**src/rtl/ell201_pkg.sv**
```systemverilog
// Shared types and helpers for the mental-math answer entry block.
// Holds the entry FSM state encoding, BCD/answer widths and the
// BCD-pair to binary conversion used when the units digit commits.
package ell201_pkg;

  typedef enum logic [1:0] {
    IDLE  = 2'd0,
    TENS  = 2'd1,
    UNITS = 2'd2,
    DONE  = 2'd3
  } entry_state_t;

  localparam int unsigned BCD_MAX  = 9;
  localparam int unsigned ANSWER_W = 7;
  localparam int unsigned DIGIT_W  = 4;

  // True when the switch value is a legal decimal digit.
  function automatic logic is_bcd(input logic [DIGIT_W-1:0] d);
    return (d <= DIGIT_W'(BCD_MAX));
  endfunction

  // tens*10 + units, with the multiply built from two shifts.
  // Both digits are <= 9, so the sum never exceeds 99 and fits ANSWER_W.
  function automatic logic [ANSWER_W-1:0] bcd_to_bin(
    input logic [DIGIT_W-1:0] tens,
    input logic [DIGIT_W-1:0] units
  );
    logic [ANSWER_W-1:0] t_ext;
    logic [ANSWER_W-1:0] u_ext;
    t_ext = {{(ANSWER_W-DIGIT_W){1'b0}}, tens};
    u_ext = {{(ANSWER_W-DIGIT_W){1'b0}}, units};
    return (t_ext << 3) + (t_ext << 1) + u_ext;
  endfunction

endpackage

```
**src/rtl/bcd_answer_entry_if.sv**
```systemverilog
// Board-side bundle for the answer entry block: raw buttons, digit
// switches and arm level in, accepted digits / answer / status out.
// slave is the entry block's view, master is the driver's view.
interface bcd_answer_entry_if;
  import ell201_pkg::*;

  logic                arm;
  logic                enter_btn;
  logic                clear_btn;
  logic [DIGIT_W-1:0]  digit_sw;
  logic [DIGIT_W-1:0]  entry_tens;
  logic [DIGIT_W-1:0]  entry_units;
  logic [ANSWER_W-1:0] answer;
  logic                answer_valid;
  logic                digit_err;
  logic                entry_timeout;

  modport slave (
    input  arm, enter_btn, clear_btn, digit_sw,
    output entry_tens, entry_units, answer, answer_valid, digit_err, entry_timeout
  );

  modport master (
    output arm, enter_btn, clear_btn, digit_sw,
    input  entry_tens, entry_units, answer, answer_valid, digit_err, entry_timeout
  );

endinterface

```
**src/rtl/bcd_answer_entry_btn_debounce.sv**
```systemverilog
// btn_debounce: two-flop synchronizer, stable-sample counter and
// rising-edge strobe for one raw push-button.
// A new level is accepted after DEBOUNCE_CYCLES consecutive synchronized
// samples that differ from the current level; the strobe is registered
// one cycle after the accepted level rises, so a press strobe is high in
// the cycle after edge k+2+DEBOUNCE_CYCLES when the raw input is first
// sampled high at edge k.
module btn_debounce #(
  parameter int unsigned DEBOUNCE_CYCLES = 4
) (
  input  logic clk,
  input  logic rst_n,
  input  logic btn_raw,
  output logic press
);

  localparam logic [3:0] CNT_LAST = 4'(DEBOUNCE_CYCLES - 1);

  logic       sync1_q, sync1_d;
  logic       sync2_q, sync2_d;
  logic       level_q, level_d;
  logic       level_prev_q, level_prev_d;
  logic       strobe_q, strobe_d;
  logic [3:0] cnt_q, cnt_d;

  // Next-state: synchronize, count stable disagreeing samples, detect rise.
  always_comb begin
    sync1_d      = btn_raw;
    sync2_d      = sync1_q;
    level_d      = level_q;
    cnt_d        = cnt_q;
    level_prev_d = level_q;
    strobe_d     = level_q & ~level_prev_q;
    if (sync2_q == level_q) begin
      cnt_d = 4'd0;
    end else if (cnt_q == CNT_LAST) begin
      level_d = sync2_q;
      cnt_d   = 4'd0;
    end else begin
      cnt_d = cnt_q + 4'd1;
    end
  end

  // Debouncer state registers with synchronous active-low reset.
  always_ff @(posedge clk) begin
    if (!rst_n) begin
      sync1_q      <= 1'b0;
      sync2_q      <= 1'b0;
      level_q      <= 1'b0;
      level_prev_q <= 1'b0;
      strobe_q     <= 1'b0;
      cnt_q        <= 4'd0;
    end else begin
      sync1_q      <= sync1_d;
      sync2_q      <= sync2_d;
      level_q      <= level_d;
      level_prev_q <= level_prev_d;
      strobe_q     <= strobe_d;
      cnt_q        <= cnt_d;
    end
  end

  assign press = strobe_q;

endmodule

```
**src/rtl/bcd_answer_entry.sv**
```systemverilog
// bcd_answer_entry: collects a two-digit BCD answer (tens then units)
// from the digit switches and ENTER/CLEAR buttons, and presents it as a
// 7-bit binary value for the game controller's compare.
// Optional feature macro: ENTRY_TIMEOUT_EN -- when defined, a partial
// entry left idle for TIMEOUT_CYCLES cycles is discarded and entry
// restarts at the tens digit with a one-cycle entry_timeout pulse.
module bcd_answer_entry
  import ell201_pkg::*;
#(
  parameter int unsigned DEBOUNCE_CYCLES = 4,
  parameter int unsigned TIMEOUT_CYCLES  = 64
) (
  input  logic                clk,
  input  logic                rst_n,
  bcd_answer_entry_if.slave   bus
);

  logic enter_press;
  logic clear_press;

  btn_debounce #(.DEBOUNCE_CYCLES(DEBOUNCE_CYCLES)) u_enter_db (
    .clk     (clk),
    .rst_n   (rst_n),
    .btn_raw (bus.enter_btn),
    .press   (enter_press)
  );

  btn_debounce #(.DEBOUNCE_CYCLES(DEBOUNCE_CYCLES)) u_clear_db (
    .clk     (clk),
    .rst_n   (rst_n),
    .btn_raw (bus.clear_btn),
    .press   (clear_press)
  );

  entry_state_t        state_q, state_d;
  logic [DIGIT_W-1:0]  tens_q, tens_d;
  logic [DIGIT_W-1:0]  units_q, units_d;
  logic [ANSWER_W-1:0] answer_q, answer_d;
  logic                valid_q, valid_d;
  logic                err_q, err_d;
  logic                tmo_q, tmo_d;

`ifdef ENTRY_TIMEOUT_EN
  localparam int unsigned IDLE_W = $clog2(TIMEOUT_CYCLES + 1);
  localparam logic [IDLE_W-1:0] IDLE_LIMIT = IDLE_W'(TIMEOUT_CYCLES);
  logic [IDLE_W-1:0] idle_cnt_q, idle_cnt_d;
`endif

  // Entry FSM: arm drop beats CLEAR, CLEAR beats ENTER, DONE is frozen.
  always_comb begin
    state_d  = state_q;
    tens_d   = tens_q;
    units_d  = units_q;
    answer_d = answer_q;
    err_d    = err_q;
    valid_d  = 1'b0;
    tmo_d    = 1'b0;
`ifdef ENTRY_TIMEOUT_EN
    idle_cnt_d = '0;
`endif
    case (state_q)
      IDLE: begin
        tens_d   = '0;
        units_d  = '0;
        answer_d = '0;
        err_d    = 1'b0;
        if (bus.arm) begin
          state_d = TENS;
        end else begin
          state_d = IDLE;
        end
      end
      TENS, UNITS: begin
        if (!bus.arm) begin
          state_d  = IDLE;
          tens_d   = '0;
          units_d  = '0;
          answer_d = '0;
          err_d    = 1'b0;
        end else if (clear_press) begin
          state_d = TENS;
          tens_d  = '0;
          units_d = '0;
          err_d   = 1'b0;
        end else if (enter_press) begin
          if (is_bcd(bus.digit_sw)) begin
            err_d = 1'b0;
            if (state_q == TENS) begin
              tens_d  = bus.digit_sw;
              state_d = UNITS;
            end else begin
              units_d  = bus.digit_sw;
              answer_d = bcd_to_bin(tens_q, bus.digit_sw);
              valid_d  = 1'b1;
              state_d  = DONE;
            end
          end else begin
            err_d = 1'b1;
          end
        end else begin
`ifdef ENTRY_TIMEOUT_EN
          if ((idle_cnt_q + 1'b1) == IDLE_LIMIT) begin
            tens_d     = '0;
            units_d    = '0;
            state_d    = TENS;
            tmo_d      = 1'b1;
            idle_cnt_d = '0;
          end else begin
            idle_cnt_d = idle_cnt_q + 1'b1;
          end
`else
          state_d = state_q;
`endif
        end
      end
      DONE: begin
        if (!bus.arm) begin
          state_d  = IDLE;
          tens_d   = '0;
          units_d  = '0;
          answer_d = '0;
          err_d    = 1'b0;
        end else begin
          state_d = DONE;
        end
      end
      default: begin
        state_d  = IDLE;
        tens_d   = '0;
        units_d  = '0;
        answer_d = '0;
        err_d    = 1'b0;
      end
    endcase
  end

  // FSM state and registered outputs, synchronous active-low reset.
  always_ff @(posedge clk) begin
    if (!rst_n) begin
      state_q  <= IDLE;
      tens_q   <= '0;
      units_q  <= '0;
      answer_q <= '0;
      valid_q  <= 1'b0;
      err_q    <= 1'b0;
      tmo_q    <= 1'b0;
    end else begin
      state_q  <= state_d;
      tens_q   <= tens_d;
      units_q  <= units_d;
      answer_q <= answer_d;
      valid_q  <= valid_d;
      err_q    <= err_d;
      tmo_q    <= tmo_d;
    end
  end

`ifdef ENTRY_TIMEOUT_EN
  // Idle counter register for abandoned partial entries.
  always_ff @(posedge clk) begin
    if (!rst_n) begin
      idle_cnt_q <= '0;
    end else begin
      idle_cnt_q <= idle_cnt_d;
    end
  end
`endif

  assign bus.entry_tens    = tens_q;
  assign bus.entry_units   = units_q;
  assign bus.answer        = answer_q;
  assign bus.answer_valid  = valid_q;
  assign bus.digit_err     = err_q;
  assign bus.entry_timeout = tmo_q;

endmodule

```
**src/flat_wrapper.sv**
```systemverilog
// flat-port wrapper written by rule: the top's interface ports become plain ports
module bcd_answer_entry_flat import ell201_pkg::*;
#(
  parameter int unsigned DEBOUNCE_CYCLES = 4,
  parameter int unsigned TIMEOUT_CYCLES  = 64
)
  (clk, rst_n, bus_arm, bus_enter_btn, bus_clear_btn, bus_digit_sw, bus_entry_tens, bus_entry_units, bus_answer, bus_answer_valid, bus_digit_err, bus_entry_timeout);
  bcd_answer_entry_if bus_i ();
  input  logic clk;
  input  logic rst_n;
  input wire logic [$bits(bus_i.arm)-1:0] bus_arm;
  input wire logic [$bits(bus_i.enter_btn)-1:0] bus_enter_btn;
  input wire logic [$bits(bus_i.clear_btn)-1:0] bus_clear_btn;
  input wire logic [$bits(bus_i.digit_sw)-1:0] bus_digit_sw;
  output wire logic [$bits(bus_i.entry_tens)-1:0] bus_entry_tens;
  output wire logic [$bits(bus_i.entry_units)-1:0] bus_entry_units;
  output wire logic [$bits(bus_i.answer)-1:0] bus_answer;
  output wire logic [$bits(bus_i.answer_valid)-1:0] bus_answer_valid;
  output wire logic [$bits(bus_i.digit_err)-1:0] bus_digit_err;
  output wire logic [$bits(bus_i.entry_timeout)-1:0] bus_entry_timeout;
  assign bus_i.arm = bus_arm;
  assign bus_i.enter_btn = bus_enter_btn;
  assign bus_i.clear_btn = bus_clear_btn;
  assign bus_i.digit_sw = bus_digit_sw;
  assign bus_entry_tens = bus_i.entry_tens;
  assign bus_entry_units = bus_i.entry_units;
  assign bus_answer = bus_i.answer;
  assign bus_answer_valid = bus_i.answer_valid;
  assign bus_digit_err = bus_i.digit_err;
  assign bus_entry_timeout = bus_i.entry_timeout;
  bcd_answer_entry #(.DEBOUNCE_CYCLES(DEBOUNCE_CYCLES), .TIMEOUT_CYCLES(TIMEOUT_CYCLES)) u_core (.clk(clk), .rst_n(rst_n), .bus(bus_i));
endmodule
```
**config.mk**
```make
export PLATFORM = sky130hd
export DESIGN_NAME = bcd_answer_entry_flat
export DESIGN_NICKNAME = d
export VERILOG_FILES = /design/src/rtl/ell201_pkg.sv /design/src/rtl/bcd_answer_entry_if.sv /design/src/rtl/bcd_answer_entry_btn_debounce.sv /design/src/rtl/bcd_answer_entry.sv /design/src/flat_wrapper.sv
export SDC_FILE = /design/constraint.sdc
export NUM_CORES = 1
export LEC_CHECK = 0
export ABC_AREA = 1
export CAP_MARGIN = 40
export CORE_ASPECT_RATIO = 0.9
export CORE_MARGIN = 3
export CORE_UTILIZATION = 57
export DETAILED_ROUTE_END_ITERATION = 8
export GPL_TIMING_DRIVEN = 0
export PLACE_DENSITY = 0.83
export SYNTH_ARGS = -nofsm -noshare
export SYNTH_HDL_FRONTEND = slang
export SYNTH_SLANG_ARGS = --single-unit
```
**constraint.sdc**
```tcl
create_clock -name clk -period 4 [get_ports clk]
set_clock_uncertainty 0.05 [all_clocks]
set_input_delay 0.8 -clock clk [delete_from_list [all_inputs] [get_ports clk]]
set_output_delay 0.8 -clock clk [all_outputs]
set_load 0.005 [all_outputs]
```
### Yosys cells after proc, flatten, opt, wreduce, memory -nomap -nowiden

Cells that the tools add are included.

* ROM bits: 0
* logic and storage cells: 97
* memories: 0
* input port bits: 9
* RAM bits: 0
* register bits: 37
* output and inout port bits: 18
* latch bits: 0

* reductions and logical operators: 12
* order comparisons: 1
* shift-type cells: 0
* multiplexer cells: 35
* bitwise operators: 11
* multipliers: 0
* divide/modulo/power cells: 0
* add/subtract/negate cells: 4
* eq/ne operators: 16

Operator list (count)
* $mux W4: 11
* $mux W7: 6
* $pmux W4 S3: 2
* $pmux W7 S3: 1
* $mux W2: 5
* $ne A3 B3 Y1 const B: 3
* $not A1 Y1: 9
* $add A4 B1 Y4 const B: 2
* $eq A4 B2 Y1 const B: 2
* $mux W1: 8
* $ne A4 B3 Y1 const B: 2
* $ne A4 B4 Y1 const B: 2
* $reduce_and A2 Y1: 4
* $reduce_and A4 Y1: 2
* $add A7 B4 Y7: 1
* $add A7 B5 Y7: 1
* $pmux W2 S3: 1
* $reduce_or A3 Y1: 2
* $reduce_or A6 Y1: 1
* $reduce_and A5 Y1: 1
* $eq A2 B2 Y1 const B: 2
* $le A4 B4 Y1 const B: 1
* $ne A3 B2 Y1 const B: 1
* $pmux W1 S3: 1
* 6 further kinds: 8

### Depth between registers and ports, before layout

Gate-level depths: netlist of run 1.

* depth in word-level cells: 8
* depth in mapped cells: 10
* depth with buffers taken out: 10

### Cells and area by module

A second synthesis of run 1 with hierarchy kept.

* cells, all modules: 240
* area total of the unflattened synthesis: 1799.2 µm²

By module, submodules not included
* bcd_answer_entry: cells an instance 162, seq. area each 380.4 µm², instances 1, area an instance 1151.1 µm²
* btn_debounce: cells an instance 39, seq. area each 180.2 µm², instances 2, area an instance 324.1 µm²

### Worst setup path before layout of run 1

No wires, ideal clock.

* kind: in2reg
* start point: in bus_digit_sw[3]
* end point: reg u_core.answer_q[6] (netlist: u_core.bus.answer[6])
* path buffers: 0
* slack: 1.697 ns
* setup time: 0.122 ns
* stages: 8
* data arrival time: 2.131 ns
* data required time: 3.828 ns
* cell sequence: inv_1 -> fa_1 -> inv_1 -> fa_1 -> nand3_1 -> nand2_1 -> xnor2_1 -> o21ai_0

* cells in the longest elaborated chain, start to end: 7
* elaborated cells between the ends (all ways): 10
* classes of those cells: add/sub (1); order compare (1); eq/ne (1); mux (6); reduce/logical (1)

RTL lines
* from (decl): line flat_wrapper.sv:14 `input wire logic [$bits(bus_i.digit_sw)-1:0] bus_digit_sw;`
* $add A7 B4 Y7: line ell201_pkg.sv:32 `return (t_ext << 3) + (t_ext << 1) + u_ext;`
* $mux W7: line bcd_answer_entry.sv:88 `if (state_q == TENS) begin`
* $mux W7: line bcd_answer_entry.sv:86 `if (is_bcd(bus.digit_sw)) begin`
* $mux W7: line bcd_answer_entry.sv:85 `end else if (enter_press) begin`
* $mux W7: line bcd_answer_entry.sv:80 `end else if (clear_press) begin`
* $mux W7: line bcd_answer_entry.sv:74 `if (!bus.arm) begin`
* $pmux W7 S3: line bcd_answer_entry.sv:61 `case (state_q)`
* to (signal assigned): line bcd_answer_entry.sv:151 `answer_q <= answer_d;`
* to (decl): line bcd_answer_entry.sv:38 `logic [ANSWER_W-1:0] answer_q, answer_d;`

Parallel ways exist; a longest one is shown, timed or not. The select of a mux whose other input is x is not followed.
A chain may end at the register's enable or synchronous reset.

### Worst setup path after layout of run 1

Same ends and word-level chain as after synthesis.

==> results.md, run 1 <==
- Pre-antenna DRT Iters: 4
- Slowest-stage cell, CP: clkdlybuf4s50_1
- Share of cells above drive strength 1: 0.103
- Fmax: 368 MHz
- DR WL/cell: 11.1 um
- Ys Warns: 0
- Pre-CTS setup slack: 0.931 ns
- Number of remaining DRC errors: 0
- Initial core utilization: 0.629
- Post-Layout Cell Count: 312
- Clock buffer count from CTS: 5
- Reg2reg setup slack: 1.92 ns
- CP Capture Point: u_core.bus.answer[6]$_SDFFE_PN0P_
- Max cap viols: 0
- VDD IR max: 0.417 mV
- Chip Width: 65.7 um
- Min-delay worst type: reg2reg
- FP Rows: 18
- Ys flop type: dfxtp_1
- Final hold violations: 0
- Leak pwr: 1.09 nW
- Port Buffers: 25
- Largest net degree at the start of global routing: 13
- Critical path depth in cells: 9
- Post-route ant nets: 0
- Core area: 0.00291 mm2
- First-pass GRT wire length: 5.91 mm
- Detailed Place HPWL: 2.69 mm
- Io pins: 27
- Final worst-path cycle share: 0.679
- Clock transition at path regs: 0.11 ns
- Largest family of logic cells by synthesized area: simple AND/OR/NAND/NOR gates
- Crit path cell chain: clkdlybuf4s50_1 > inv_1 > fa_1 > inv_1 > fa_1 > nand3_1 > nand2_1 > xnor2_1 > o21ai_0
- CTS Sinks: 37
- All-layer global routing usage: 0.198
- Max H-tree Level: 2
- Post-synth cell types: 26
- Reg2reg path depth: 8
- Mean Syn Cell Area: 7.64 um2
- Post-Syn Instances: 239
- R2R Path End: u_core.bus.answer[6]$_SDFFE_PN0P_
- Critical path class: in2reg
- Die height: 59.7 um
- Final GP Congestion: 0.885
- Number of global-route vias before repair: 1385
- Slowest stage delay, CP: 0.59 ns
- Via/cell ratio: 4.96
- Internal power: 0.841 mW
- Switching power: 0.469 mW
- Layout area overhead: 21.3%
- R2R Path Start: u_core.bus.entry_tens[0]$_SDFFE_PN0P_
- DR vias: 1549
- EDFF count, synth: 0
- Setup crit end kind: register
- Status: finished, final reports clean
- Post-synthesis mux area share: 0
- Antenna cells: 0
- Initial DRC count: 71
- Sequential fraction of the synthesis area: 0.405
- RSZ-0062 raised after global routing: no
- Synth top area cells: dfxtp_1 41%, nand2_1 10%, ha_1 8.9%, nor2_1 6.8%, inv_1 6.0%
- Tmin final: 2.72 ns
- Compound-Gate Fraction of Synth Area: 0.0521
- Fin nets: 295
- WP data required: 4.18 ns
- CTS tree: yes
- CP delay by family, top: adder cells
- WP buf/inv: 3
- Setup violators final: 0
- CP startpoint: bus_digit_sw[3]
- Worst Setup Start Kind: primary input
- PwrDens: 591 mW/mm2
- Antenna violations before repair: 0
- Die area: 0.00392 mm2
- Xor and xnor area share after synthesis: 0.0288
- Seq cells post-synth: 37
- Setup_tns: 0 ns
- Root buf cell: clkbuf_4
- Clock share of power: 0.203
- Final worst slack: 1.28 ns
- Gr ovfl total: 0
- Post-CTS setup buffers: 0
- Fin. max-slew vios: 0
- CTS max path bufs: 2
- CP Data Arrival Time: 2.89 ns
- Placed cell count: 304
- Simple-Gate Fraction of Synth Area: 0.323
- FFs w/ async S/R, synth: 0
- Gate power share: 0.430
- Switch share: 0.358
- Synthesized area: 0.00183 mm2
- Area leader, netlist: dfxtp_1
- Synth top area share: 0.405
- Sequential power share: 0.367
- Clk_lat worst skew: 0.33 ns
- Worst Path Max Fanout: 4
- Synth Net Count: 263
- Synth Area in Adders: 0.111
- PostCTS Resize Cnt: 0
- Final wirelength: 3.47 mm
- CTS Hold Buffers Added: 0
-- power groups by stage --
stage	clock [mW]	combinational, mW	sequential (mW)
2_1_floorplan	0	0.369	0.485
3_3_place_gp	0	0.545	0.486
3_5_place_dp	0	0.556	0.489
4_1_cts	0.274	0.567	0.482
5_1_grt	0.289	0.641	0.489
6_report	0.266	0.563	0.481
-- flip-flops by register name, summed over array words and instances, names as in the netlist, 2 cells and up --
signal                   flops
u_core.bus.answer            7
u_core.bus.entry_tens        4
u_core.bus.entry_units       4
u_core.u_clear_db.cnt_q      4
u_core.u_enter_db.cnt_q      4
u_core.state_q               2
-- synthesized netlist by cell type, types with 3 or more instances --
library cell / n
a21oi_1: 10
dfxtp_1: 37
ha_1: 13
inv_1: 29
inv_2: 3
nand2_1: 51
nand2_2: 4
nand3_1: 18
nand3b_1: 3
nand4_1: 5
nor2_1: 33
o21ai_0: 9
or2_2: 3
xor2_1: 4
-- cells in the final DEF, fill, tap and decap left out, drive strengths merged, types with 5 or more instances in the layout --
cell	Yosys	final
nand3	20	20
a21oi	10	10
dfxtp	37	37
nor2	38	38
clkbuf	1	7
o21ai	9	9
ha	13	13
inv	32	32
nand4	5	5
nand2	55	55
clkdlybuf4s50	0	25
-- kinds of logic after synthesis --
logic type / count (synthesis)
XOR/XNOR: 6
AND/OR/NAND/NOR: 125
other: 1
AO/OA/AOI/OAI: 19
flip-flops: 37
adder cells (fa/ha/maj): 15
buffers and inverters: 36
-- worst min path at each step --
stage / depth (start not counted) / slack, ns / end / start
2_1_floorplan: 1 / 0.32 / u_core.u_clear_db.press$_SDFF_PN0_ / u_core.u_clear_db.level_prev_q$_SDFF_PN0_
3_3_place_gp: 1 / 0.32 / u_core.u_clear_db.press$_SDFF_PN0_ / u_core.u_clear_db.level_prev_q$_SDFF_PN0_
3_5_place_dp: 1 / 0.33 / u_core.u_clear_db.press$_SDFF_PN0_ / u_core.u_clear_db.level_prev_q$_SDFF_PN0_
4_1_cts: 1 / 0.35 / u_core.u_clear_db.press$_SDFF_PN0_ / u_core.u_clear_db.level_prev_q$_SDFF_PN0_
5_1_grt: 1 / 0.37 / u_core.u_clear_db.press$_SDFF_PN0_ / u_core.u_clear_db.level_prev_q$_SDFF_PN0_
6_report: 1 / 0.34 / u_core.u_clear_db.press$_SDFF_PN0_ / u_core.u_clear_db.level_prev_q$_SDFF_PN0_
-- final cells by class --
type,instances,area [um2]
clock buffer,6,51.3
sequential,37,741
timing repair buffer,25,250
tap,40,50.0
multi-input combinational,166,945
clock inverter,2,37.5
fill,217,689
inverter,32,120
buffer,4,21.3
-- worst register-to-register path: stages, from the launching register on --
cell	delay [ns]
dfxtp_1	0.39
inv_1	0.08
fa_1	0.54
inv_1	0.07
fa_1	0.46
nand3_1	0.10
nand2_1	0.07
xnor2_1	0.16
o21ai_0	0.09
-- per-stage QoR --
step	util	instance area, um2	hold slack [ns]	power (mW)
6_report	0.763	2220	0.343	1.31
5_1_grt	0.763	2220	0.370	1.42
4_1_cts	0.763	2220	0.347	1.32
3_5_place_dp	0.732	2130	0.331	1.05
3_3_place_gp	0.732	2130	0.320	1.03
2_1_floorplan	-	1830	0.318	0.854
-- metal layers --
layer	vias up	share of wire	GRT usage
met5	-	0	0
met4	0	0.014	0.0740
met3	7	0.041	0.0526
met2	31	0.45	0.321
met1	693	0.49	0.255
li1	818	-	-
(Power assumes the default switching activity.)
==> inputs of run 2 (changes only) <==
--- a/config.mk
+++ b/config.mk
@@ -9,10 +9,10 @@
 export CAP_MARGIN = 40
 export CORE_ASPECT_RATIO = 0.9
 export CORE_MARGIN = 3
-export CORE_UTILIZATION = 57
+export CORE_UTILIZATION = 53
 export DETAILED_ROUTE_END_ITERATION = 8
 export GPL_TIMING_DRIVEN = 0
-export PLACE_DENSITY = 0.83
+export PLACE_DENSITY = 0.78
 export SYNTH_ARGS = -nofsm -noshare
 export SYNTH_HDL_FRONTEND = slang
 export SYNTH_SLANG_ARGS = --single-unit
==> constraint.sdc (replaced) <==
create_clock -name clk -period 2.7 [get_ports clk]
set_clock_uncertainty 0.05 [all_clocks]
set_input_delay 0.54 -clock clk [delete_from_list [all_inputs] [get_ports clk]]
set_output_delay 0.54 -clock clk [all_outputs]
set_load 0.005 [all_outputs]
==> results.md, run 2 (synthesized netlist as in run 1, its figures left out) <==
- Status: finished, final reports clean
- Share of cells above drive strength 1: 0.0993 (-0.00368)
- Max FFs per register: 7 (unchanged)
- Initial DRC count: 75 (+5.6%)
- First-pass GRT wire length: 5.68 mm (-3.9%)
- All-layer global routing usage: 0.184 (-0.0146)
- Clock buffer count from CTS: 5 (unchanged)
- Gr ovfl total: 0 (unchanged)
- Antenna violations before repair: 0 (unchanged)
- VDD IR max: 0.612 mV (+47%)
- Initial core utilization: 0.573 (-0.0553)
- Tmin final: 2.51 ns
- Via/cell ratio: 4.77 (-4.0%)
- RSZ-0062 raised after global routing: no
- Detailed Place HPWL: 2.55 mm (-4.9%)
- Chip Width: 67.9 um (+3.4%)
- Antenna cells: 0 (unchanged)
- CP Data Arrival Time: 2.63 ns (-0.26 ns)
- Final GP Congestion: 0.844 (-4.7%)
- Sequential power share: 0.375 (+0.008)
- Fin. max-slew vios: 0 (unchanged)
- WP data required: 2.82 ns (-1.36 ns)
- Clock share of power: 0.190 (-0.013)
- Final wirelength: 3.32 mm (-4.2%)
- Max cap viols: 0 (unchanged)
- Final worst slack: 0.191 ns (-1.09 ns)
- Root buf cell: clkbuf_8
- Critical path class: in2reg
- Max H-tree Level: 2 (unchanged)
- Switch share: 0.365 (+0.00721)
- FILL cells: 288 (+33%)
- Commonest non-fill, non-tap cells in the layout: 51 x nand2_1, 37 x dfxtp_1, 33 x nor2_1
- Switching power: 0.694 mW (+48%)
- Leak pwr: 1.09 nW (about the same)
- Port Buffers: 25 (unchanged)
- Final hold violations: 0 (unchanged)
- Final worst-path cycle share: 0.929
- Clk_lat worst skew: 0.28 ns (-0.05 ns)
- FP Rows: 19 (+1)
- Setup_tns: 0 ns (unchanged)
- PostCTS Resize Cnt: 0 (unchanged)
- Post-route ant nets: 0 (unchanged)
- Number of remaining DRC errors: 0 (unchanged)
- Min-delay worst type: reg2reg
- CTS Hold Buffers Added: 0 (unchanged)
- Setup crit end kind: register
- Die area: 0.00419 mm2 (+6.8%)
- Internal power: 1.21 mW (+43%)
- DR WL/cell: 10.6 um (-4.8%)
- Number of global-route vias before repair: 1286 (-7.1%)
- DR vias: 1497 (-3.4%)
- Pre-CTS setup slack: -0.112 ns (-1.04 ns)
- Worst Path Max Fanout: 4 (unchanged)
- Fin nets: 295 (unchanged)
- PwrDens: 859 mW/mm2 (+45%)
- Final instance area: 0.00221 mm2 (-0.17%)
- Io pins: 27 (unchanged)
- Setup violators final: 0 (unchanged)
- Clock transition at path regs: 0.07 ns (-0.04 ns)
- Most common cell after layout, fill and taps aside: nand2_1
- Layout area overhead: 21.1%
- Fmax: 399 MHz
- Post-CTS setup buffers: 0 (unchanged)
- Largest net degree at the start of global routing: 12 (-1)
- Core area: 0.00319 mm2 (+9.6%)
- Pre-antenna DRT Iters: 4 (unchanged)
- Placement Cell Area: 0.00213 mm2 (+0.12%)
- CTS tree: yes
- CTS Sinks: 37 (unchanged)
- Worst Setup Start Kind: primary input
- CTS max path bufs: 2 (unchanged)
- Worst Hold Slack: 0.330 ns (-0.0126 ns)
- Gate power share: 0.435 (+0.005)
- Die height: 61.7 um (+3.3%)
## run 2: cell count changes in the layout (fill, tap and decap cells not counted), sizes merged
cell,change
clkinv,+2
clkinvlp,-1
bufinv,-1
## run 2: area by class of cell
type / count / area [um2] / area share
Multi-Input combinational cell: 166 / 945 / 0.427
Sequential cell: 37 / 741 / 0.335
Timing Repair Buffer: 25 / 250 / 0.113
Inverter: 32 / 120 / 0.0543
Clock buffer: 6 / 72.6 / 0.0328
Tap cell: 42 / 52.6 / 0.0238
Buffer: 4 / 21.3 / 0.00962
Clock inverter: 2 / 10.0 / 0.00452
## run 2: power by group through the flow
stage	registers (mW)	clock network (mW)	logic (mW)
CTS	0.712	0.371	0.835
detailed placement	0.722	0	0.825
floorplan	0.718	0	0.547
global route	0.727	0.392	0.953
global placement	0.721	0	0.811
finish	0.712	0.362	0.827
## run 2: per-layer routing
| metal | vias to the layer above | global-route usage | routed length, um |
|---|---|---|---|
| li1 | 817 | - | - |
| met1 | 637 | 0.262 | 1710 |
| met2 | 36 | 0.261 | 1380 |
| met3 | 7 | 0.0504 | 185 |
| met4 | 0 | 0.0822 | 46 |
| met5 | - | 0 | 0 |
## run 2: worst paths after layout
check                                                 start                            endpoint  slack (ns)  depth (start not counted)
setup / recovery                            bus_digit_sw[3]   u_core.bus.answer[6]$_SDFFE_PN0P_        0.19                          9
setup reg to reg      u_core.bus.entry_tens[0]$_SDFFE_PN0P_   u_core.bus.answer[6]$_SDFFE_PN0P_        0.60                          8
hold reg to reg   u_core.u_enter_db.level_prev_q$_SDFF_PN0_  u_core.u_enter_db.press$_SDFF_PN0_        0.33                          1
hold / removal    u_core.u_enter_db.level_prev_q$_SDFF_PN0_  u_core.u_enter_db.press$_SDFF_PN0_        0.33                          1
## run 2: stage by stage
stage	power, mW	util	instances
final	1.90	0.694	314
after CTS	1.92	0.694	314
after floorplan	1.27	-	239
after global placement	1.53	0.669	306
after detailed placement	1.55	0.669	306
after global routing	2.07	0.694	314
## run 2: critical path: stages
cell             delay [ns]
clkdlybuf4s50_1        0.58
inv_1                  0.08
fa_1                   0.48
inv_1                  0.07
fa_1                   0.46
nand3_1                0.10
nand2_1                0.06
xnor2_1                0.15
o21ai_0                0.09
